`src/rtl/addsub_pkg.sv`:
```
// Shared types and helpers for the serial add/subtract unit.
// Holds the sequencer state enum and the counter-width helper.
package addsub_pkg;

  typedef enum logic {
    IDLE = 1'b0,
    RUN  = 1'b1
  } state_e;

  // Counter width for n slices, never narrower than one bit.
  function automatic int clog2(input int n);
    int w;
    w = $clog2(n);
    return (w < 1) ? 1 : w;
  endfunction

endpackage

```
`src/rtl/addsub_slice.sv`:
```
// Combinational SLICE-bit ripple of full adders.
// Ports: x, y, cin in; s, cout, c_top (carry into the top bit) out.
module addsub_slice #(
  parameter int SLICE = 1
) (
  input  logic [SLICE-1:0] x,
  input  logic [SLICE-1:0] y,
  input  logic             cin,
  output logic [SLICE-1:0] s,
  output logic             cout,
  output logic             c_top
);

  logic c;

  always_comb begin
    s     = '0;
    c_top = 1'b0;
    c     = cin;
    for (int i = 0; i < SLICE; i++) begin
      if (i == SLICE - 1) c_top = c;
      s[i] = x[i] ^ y[i] ^ c;
      c    = (x[i] & y[i]) | (c & (x[i] ^ y[i]));
    end
    cout = c;
  end

endmodule

```
`src/rtl/serial_addsub.sv`:
```
// Multi-cycle add/subtract, SLICE bits per clock, start/done handshake.
// Ports: clk, rst, start, sub, a, b in; ready, busy, done, sum, cout, ovf out.
module serial_addsub
  import addsub_pkg::*;
#(
  parameter int WIDTH = 8,
  parameter int SLICE = 1
) (
  input  logic             clk,
  input  logic             rst,
  input  logic             start,
  input  logic             sub,
  input  logic [WIDTH-1:0] a,
  input  logic [WIDTH-1:0] b,
  output logic             ready,
  output logic             busy,
  output logic             done,
  output logic [WIDTH-1:0] sum,
  output logic             cout,
  output logic             ovf
);

  localparam int N  = WIDTH / SLICE;
  localparam int CW = clog2(N);
  localparam logic [CW-1:0] LAST = CW'(N - 1);

  state_e           state_q, state_d;
  logic [WIDTH-1:0] opa_q, opa_d;
  logic [WIDTH-1:0] opb_q, opb_d;
  logic [WIDTH-1:0] sum_q, sum_d;
  logic [CW-1:0]    cnt_q, cnt_d;
  logic             carry_q, carry_d;
  logic             cout_q, cout_d;
  logic             ovf_q, ovf_d;
  logic             done_q, done_d;

  logic [SLICE-1:0] sl_s;
  logic             sl_cout;
  logic             sl_ctop;
  logic [WIDTH+SLICE-1:0] shift_cat;

  addsub_slice #(
    .SLICE(SLICE)
  ) u_slice (
    .x    (opa_q[SLICE-1:0]),
    .y    (opb_q[SLICE-1:0]),
    .cin  (carry_q),
    .s    (sl_s),
    .cout (sl_cout),
    .c_top(sl_ctop)
  );

  // New slice enters at the MSB end; works for SLICE == WIDTH too.
  assign shift_cat = {sl_s, sum_q};

  always_comb begin
    state_d = state_q;
    opa_d   = opa_q;
    opb_d   = opb_q;
    sum_d   = sum_q;
    cnt_d   = cnt_q;
    carry_d = carry_q;
    cout_d  = cout_q;
    ovf_d   = ovf_q;
    done_d  = 1'b0;
    unique case (state_q)
      IDLE: begin
        if (start) begin
          state_d = RUN;
          opa_d   = a;
          opb_d   = b ^ {WIDTH{sub}};
          carry_d = sub;
          cnt_d   = '0;
          sum_d   = '0;
          cout_d  = 1'b0;
          ovf_d   = 1'b0;
        end
      end
      RUN: begin
        opa_d   = opa_q >> SLICE;
        opb_d   = opb_q >> SLICE;
        sum_d   = shift_cat[WIDTH+SLICE-1:SLICE];
        carry_d = sl_cout;
        cnt_d   = cnt_q + 1'b1;
        if (cnt_q == LAST) begin
          state_d = IDLE;
          done_d  = 1'b1;
          cout_d  = sl_cout;
          ovf_d   = sl_cout ^ sl_ctop;
        end
      end
    endcase
  end

  always_ff @(posedge clk) begin
    if (rst) begin
      state_q <= IDLE;
      opa_q   <= '0;
      opb_q   <= '0;
      sum_q   <= '0;
      cnt_q   <= '0;
      carry_q <= 1'b0;
      cout_q  <= 1'b0;
      ovf_q   <= 1'b0;
      done_q  <= 1'b0;
    end else begin
      state_q <= state_d;
      opa_q   <= opa_d;
      opb_q   <= opb_d;
      sum_q   <= sum_d;
      cnt_q   <= cnt_d;
      carry_q <= carry_d;
      cout_q  <= cout_d;
      ovf_q   <= ovf_d;
      done_q  <= done_d;
    end
  end

  assign ready = (state_q == IDLE);
  assign busy  = (state_q == RUN);
  assign done  = done_q;
  assign sum   = sum_q;
  assign cout  = cout_q;
  assign ovf   = ovf_q;

endmodule

```
`config.mk`:
```
export PLATFORM = sky130hd
export DESIGN_NAME = serial_addsub
export DESIGN_NICKNAME = d
export VERILOG_FILES = /design/src/rtl/addsub_pkg.sv /design/src/rtl/addsub_slice.sv /design/src/rtl/serial_addsub.sv
export SDC_FILE = /design/constraint.sdc
export NUM_CORES = 1
export LEC_CHECK = 0
export CORE_UTILIZATION = 49
export CTS_CLUSTER_DIAMETER = 50
export DETAILED_ROUTE_END_ITERATION = 16
export PLACE_DENSITY = 0.78
export SETUP_SLACK_MARGIN = 0.1
export SLEW_MARGIN = 0
export SYNTH_ARGS = -nofsm -noshare
export SYNTH_HDL_FRONTEND = slang
export SYNTH_SLANG_ARGS = --single-unit
```
`constraint.sdc`:
```
create_clock -name clk -period 1.83 [get_ports clk]
set_clock_uncertainty 0.05 [all_clocks]
set_input_delay 0.2745 -clock clk [delete_from_list [all_inputs] [get_ports clk]]
set_output_delay 0.2745 -clock clk [all_outputs]
set_load 0.1 [all_outputs]
```
After elaboration in Yosys (flattened, before gate mapping)

Index checks and enable logic that the tools add are counted.

Flip-flop bits (word level): 32

Reductions and logical operators: 2
Add/subtract/negate cells: 1
Bitwise operators: 8
Multiplexer cells: 19
Eq/ne operators: 3

Operators with widths:

| operator              | count |
|---|---|
| $pmux W8 S2           | 3 |
| $mux W8               | 3 |
| $pmux W1 S2           | 4 |
| $xor A8 B8 Y8         | 1 |
| $mux W1               | 7 |
| $pmux W3 S2           | 1 |
| $add A3 B1 Y3 const B | 1 |
| $eq A3 B3 Y1 const B  | 1 |
| $mux W3               | 1 |
| $xor A1 B1 Y1         | 3 |
| $and A1 B1 Y1         | 2 |
| $ne A2 B1 Y1 const B  | 1 |
| $ne A2 B2 Y1 const B  | 1 |
| $reduce_and A2 Y1     | 1 |
| $reduce_or A2 Y1      | 1 |
| $not A1 Y1            | 1 |
| $or A1 B1 Y1          | 1 |

Longest topological paths before layout

Depth in word-level cells: 6
Gate-level depth with buffers: 4
Gate-level depth less buffers: 4

Modules after synthesis

From an unflattened synthesis, not the netlist that was laid out.

Cells, all modules: 154
Area, all modules: 1532.7 um2

By module, submodules not included:

| module        | area an instance (um2) | sequential area each (um2) | cells an instance | times used |
|---|---|---|---|---|
| serial_addsub | 1505.2                 | 640.6                      | 152               | 1 |
| addsub_slice  | 27.5                   | 0.0                        | 2                 | 1 |

Worst setup path before layout

Ideal clock, no wire load.

Path type: reg-to-reg
Start: reg state_q (netlist: busy)
End: reg cout_q (netlist: cout)
Arrival: 1809 ps
Setup slack: -121 ps
Clock period less this slack: 1951 ps
Stages on the path, launching flop included: 4
Setup time: 92 ps
Cells stage by stage: dfxtp_1 -> buf_2 -> mux2_1 -> o32ai_1

Cells in the longest elaborated chain, start to end: 3
Elaborated cells on any way between the ends: 5
Those cells by class: eq/ne (2); mux (1); bitwise (1); reduce/logical (1)

Ends and longest elaborated chain:

| item                               | RTL line             | RTL |
|---|---|---|
| from (decl)                        | serial_addsub.sv:27  | `state_e state_q, state_d;` |
| from (signal assigned)             | serial_addsub.sv:107 | `state_q <= state_d;` |
| $not A1 Y1                         | -                    |  |
| $ne A2 B2 Y1 (no source line)      | -                    |  |
| $reduce_and A2 Y1 (no source line) | -                    |  |
| to (signal assigned)               | serial_addsub.sv:113 | `cout_q <= cout_d;` |
| to (decl)                          | serial_addsub.sv:33  | `logic cout_q, cout_d;` |

Parallel ways exist; a longest one is shown, timed or not.
A chain may end at the register's enable or synchronous reset.

Worst setup path in the final report

Start: reg state_q (netlist: busy)
End: out ready

Cells in the longest elaborated chain, start to end: 1

Ends and longest elaborated chain:

| item       | RTL line            | RTL |
|---|---|---|
| $not A1 Y1 | -                   |  |
| to (decl)  | serial_addsub.sv:15 | `output logic ready,` |

Every way passes these cells.

==> run_results.csv <==
group,metric,value,unit
synth,avgSynthCellArea,9.861,um^2
timing,timing_worst_slew_pin_value,324.2,ps
clock_tree,cts_buffer_depth,2,
place,place.detailed.hpwl,2116,um
routing,wire_per_inst,13.73,um
routing,drt_first_pass_iters,10,
outcome,failed_checks,"design-rule violations",
floorplanning,placementRows,19,
critical_path,worst_path_bufs_invs,2,
critical_path,reg2reg_slack,430,ps
timing,maxSlewViolCount,0,
routing,route.met3.wl,100,um
synth,synthCells,152,
synth,synth_most_common_cell,"dfxtp_1",
routing,antenna_left,0,
pwr,power-per-cell-area,751.6,nW/um^2
clock_tree,tritoncts_num_sinks,32,
final_layout,antenna-diode-count,0,
routing,wl_met2,1401,um
routing,detail_route.drc_violations,4,
critical_path,r2r-end,"cout",
routing,finalWirelength,2965,um
clock_tree,tritoncts.num_buffers,5,
clock_tree,clock_latency,340,ps
clock_tree,cts_root_buf,"clkbuf_4",
floorplanning,die_span_y,57.31,um
worst_hold_path,worst_hold_path.num_cells,2,
timing,timing.max_slew.rel_slack,78.32,%
pwr,vdd_drop_max,0.5180,mV
synth,post_synth_most_frequent_cells,"dfxtp_1 (32), nand2_1 (18), or3b_1 (12), a21oi_1 (11)",
timing,setup-violations-final,0,
floorplanning,fp.dieW,57.31,um
synth,synth-async-reset-ratio,0,%
synth,yosysTopAreaCell,"dfxtp_1",
timing,rsz0062_at_grt,"false",
critical_path,worst_path_largest_cell_delay,530,ps
critical_path,crit-reg2reg-launch,"cnt_q[0]",
global_route,global_route_wire_length_before_repair,4905,um
synth,synth_cell_type_count,26,
critical_path,r2r_cells,4,
floorplanning,initial_core_util,52.99,%
place,globalplace.congestion,0.7754,
synth,netlist.area_leader.share,42.74,%
critical_path,crit_family,"flip-flops",
global_route,number_of_global_route_vias_before_repair,1102,
global_route,maximum_number_of_pins_on_one_net_before_global_route_repair,30,
clock_tree,tritoncts_clock_tree,"built",
timing,hold_ws,425.3,ps
timing,post-route-worst-setup-slack,288.1,ps
clock_tree,htree_levels,2,
final_layout,layout-drive-gt1-share,16.76,%
synth,synth.yosys.seq_area_share,42.74,%
global_route,gr-total-overflow,0,
timing,minimum_clock_period_after_layout,1542,ps
timing,final_hold_viol_count,0,
outcome,run_status,"complete, but fails checks",
routing,highest_layer,"met4",
pwr,leakage,0.7143,nW
timing,achievable-frequency,648.5,MHz
critical_path,max_fanout_on_critical_path,29,
global_route,grt_antenna_before_repair,0,
routing,viasPerCell,5.574,
synth,ys.warnings.count,0,
place,place_ws,86.63,ps
worst_hold_path,min_from,"sum[3]",
floorplanning,ios,33,
clock_tree,clk_transition_reported_paths,100,ps
global_route,grt.total_usage,19.82,%
critical_path,worstPathRequired,1510,ps
critical_path,critPathArrivalTime,1220,ps
timing,layout_worst_path_cycle_share,84.26,%
routing,detailroute.via_count,1204,
synth,post_synth_instance_area,1499,um^2
critical_path,crit_path_top_delay_cell,"dfxtp_4",
place,numPortBuffers,32,
synth,synth_edf_count,0,
routing,drt-initial-drc-count,27,
synth,synthTopCellsByArea,"dfxtp_1 (43%), or3b_1 (7.0%), mux2i_1 (6.0%)",
worst_hold_path,timing.hold.worst_endpoint,"sum[2]",
synth,number_of_flip_flops_and_latches_in_the_synthesized_netlist,32,
synth,synth_nets,175,
critical_path,worst-setup-path-type,"register to output pin",
pwr,design_power_total,1.437,mW
clock_tree,ctsResizeCount,1,
critical_path,timing.critical_path.to_type,"output pin",
final_layout,num-nets-final,207,
floorplanning,core,2829,um^2
worst_hold_path,timing.hold.worst.class,"register to register",
clock_tree,cts.repair_timing.setup_buffer_count,0,
timing,finalSetupTns,0,ps
run,number_of_max_cap_violations,0,
critical_path,worstSetupStartpointType,"register",
clock_tree,postCtsHoldBufs,0,
synth,dominantRegCellSynth,"dfxtp_1",
final_layout,area_growth_synth_to_finish,27.55,%
routing,wl_met1,1406,um
floorplanning,floorplan.die_area,3284,um^2
critical_path,worstPathCellList,"inv_2, buf_12",
worst reg2reg max path: stages, from the launching register on:
cell     delay (ps)
dfxtp_1         330
ha_1            200
ha_1            190
mux2_1          320
o32ai_1         220
cell type report:
cell class / count / area, um^2
timing repair buffer: 39 / 390.4
inverter: 2 / 7.507
clock buffer: 6 / 51.30
clock inverter: 2 / 10.01
sequential: 32 / 644.4
tap: 31 / 38.79
fill: 238 / 917.1
multi-input combinational: 104 / 769.5
how the worst max path moves through the flow:
stage	from	to	slack, ps	cells past startpoint
floorplan	busy	cout	240	3
global placement	start	opb_q[5]	160	3
detailed placement	start	opa_q[5]	90	5
CTS	busy	ready	270	2
global route	busy	ready	220	2
finish	busy	ready	290	2
per-layer routing:
metal  vias to the layer above  global-route usage [%]
li1                        611                       -
met1                       567                   25.60
met2                        21                   31.26
met3                         5                   4.762
met4                         0                   9.408
met5                         -                       0
kinds of logic after synthesis:
| group | after synthesis | synth area share [%] |
|---|---|---|
| buffers and inverters | 16 | 5.926 |
| AO/OA/AOI/OAI | 29 | 13.94 |
| multiplexers | 10 | 6.761 |
| flip-flops | 32 | 42.74 |
| adder cells (fa/ha/maj) | 3 | 3.005 |
| XOR/XNOR | 9 | 5.259 |
| AND/OR/NAND/NOR | 53 | 22.37 |
metrics by stage:
stage	cells	cell area, um^2	utilization, %
floorplan	152	1500	-
global placement	208	1848	65.33
detailed placement	208	1848	65.33
CTS	216	1912	67.58
global route	216	1912	67.58
finish	216	1912	67.58
power breakdown:
part	switching (mW)	total (mW)	internal (mW)
logic	0.126	0.252	0.126
clock network	0.238	0.420	0.183
registers	0.0326	0.765	0.732
state kept, by name, indices dropped and copies added, names as in the netlist, 3 cells and up:
| signal | count |
|---|---|
| sum | 8 |
| cnt_q | 3 |
| opa_q | 8 |
| opb_q | 8 |
layout by cell type, fill, tap and decap left out, types with 2 or more instances in the layout:
cell type,instances
clkbuf_4,5
a211oi_1,8
mux2i_1,9
nand2b_1,3
dfxtp_1,31
nor2_1,3
a21oi_1,11
ha_1,2
buf_4,16
o32ai_1,2
nor2b_1,8
o221ai_1,7
or4b_1,7
nand2_1,18
xnor2_1,9
clkinv_2,2
buf_12,4
or3b_1,12
clkdlybuf4s50_1,19
No activity file was read; power rests on OpenSTA's default activity.
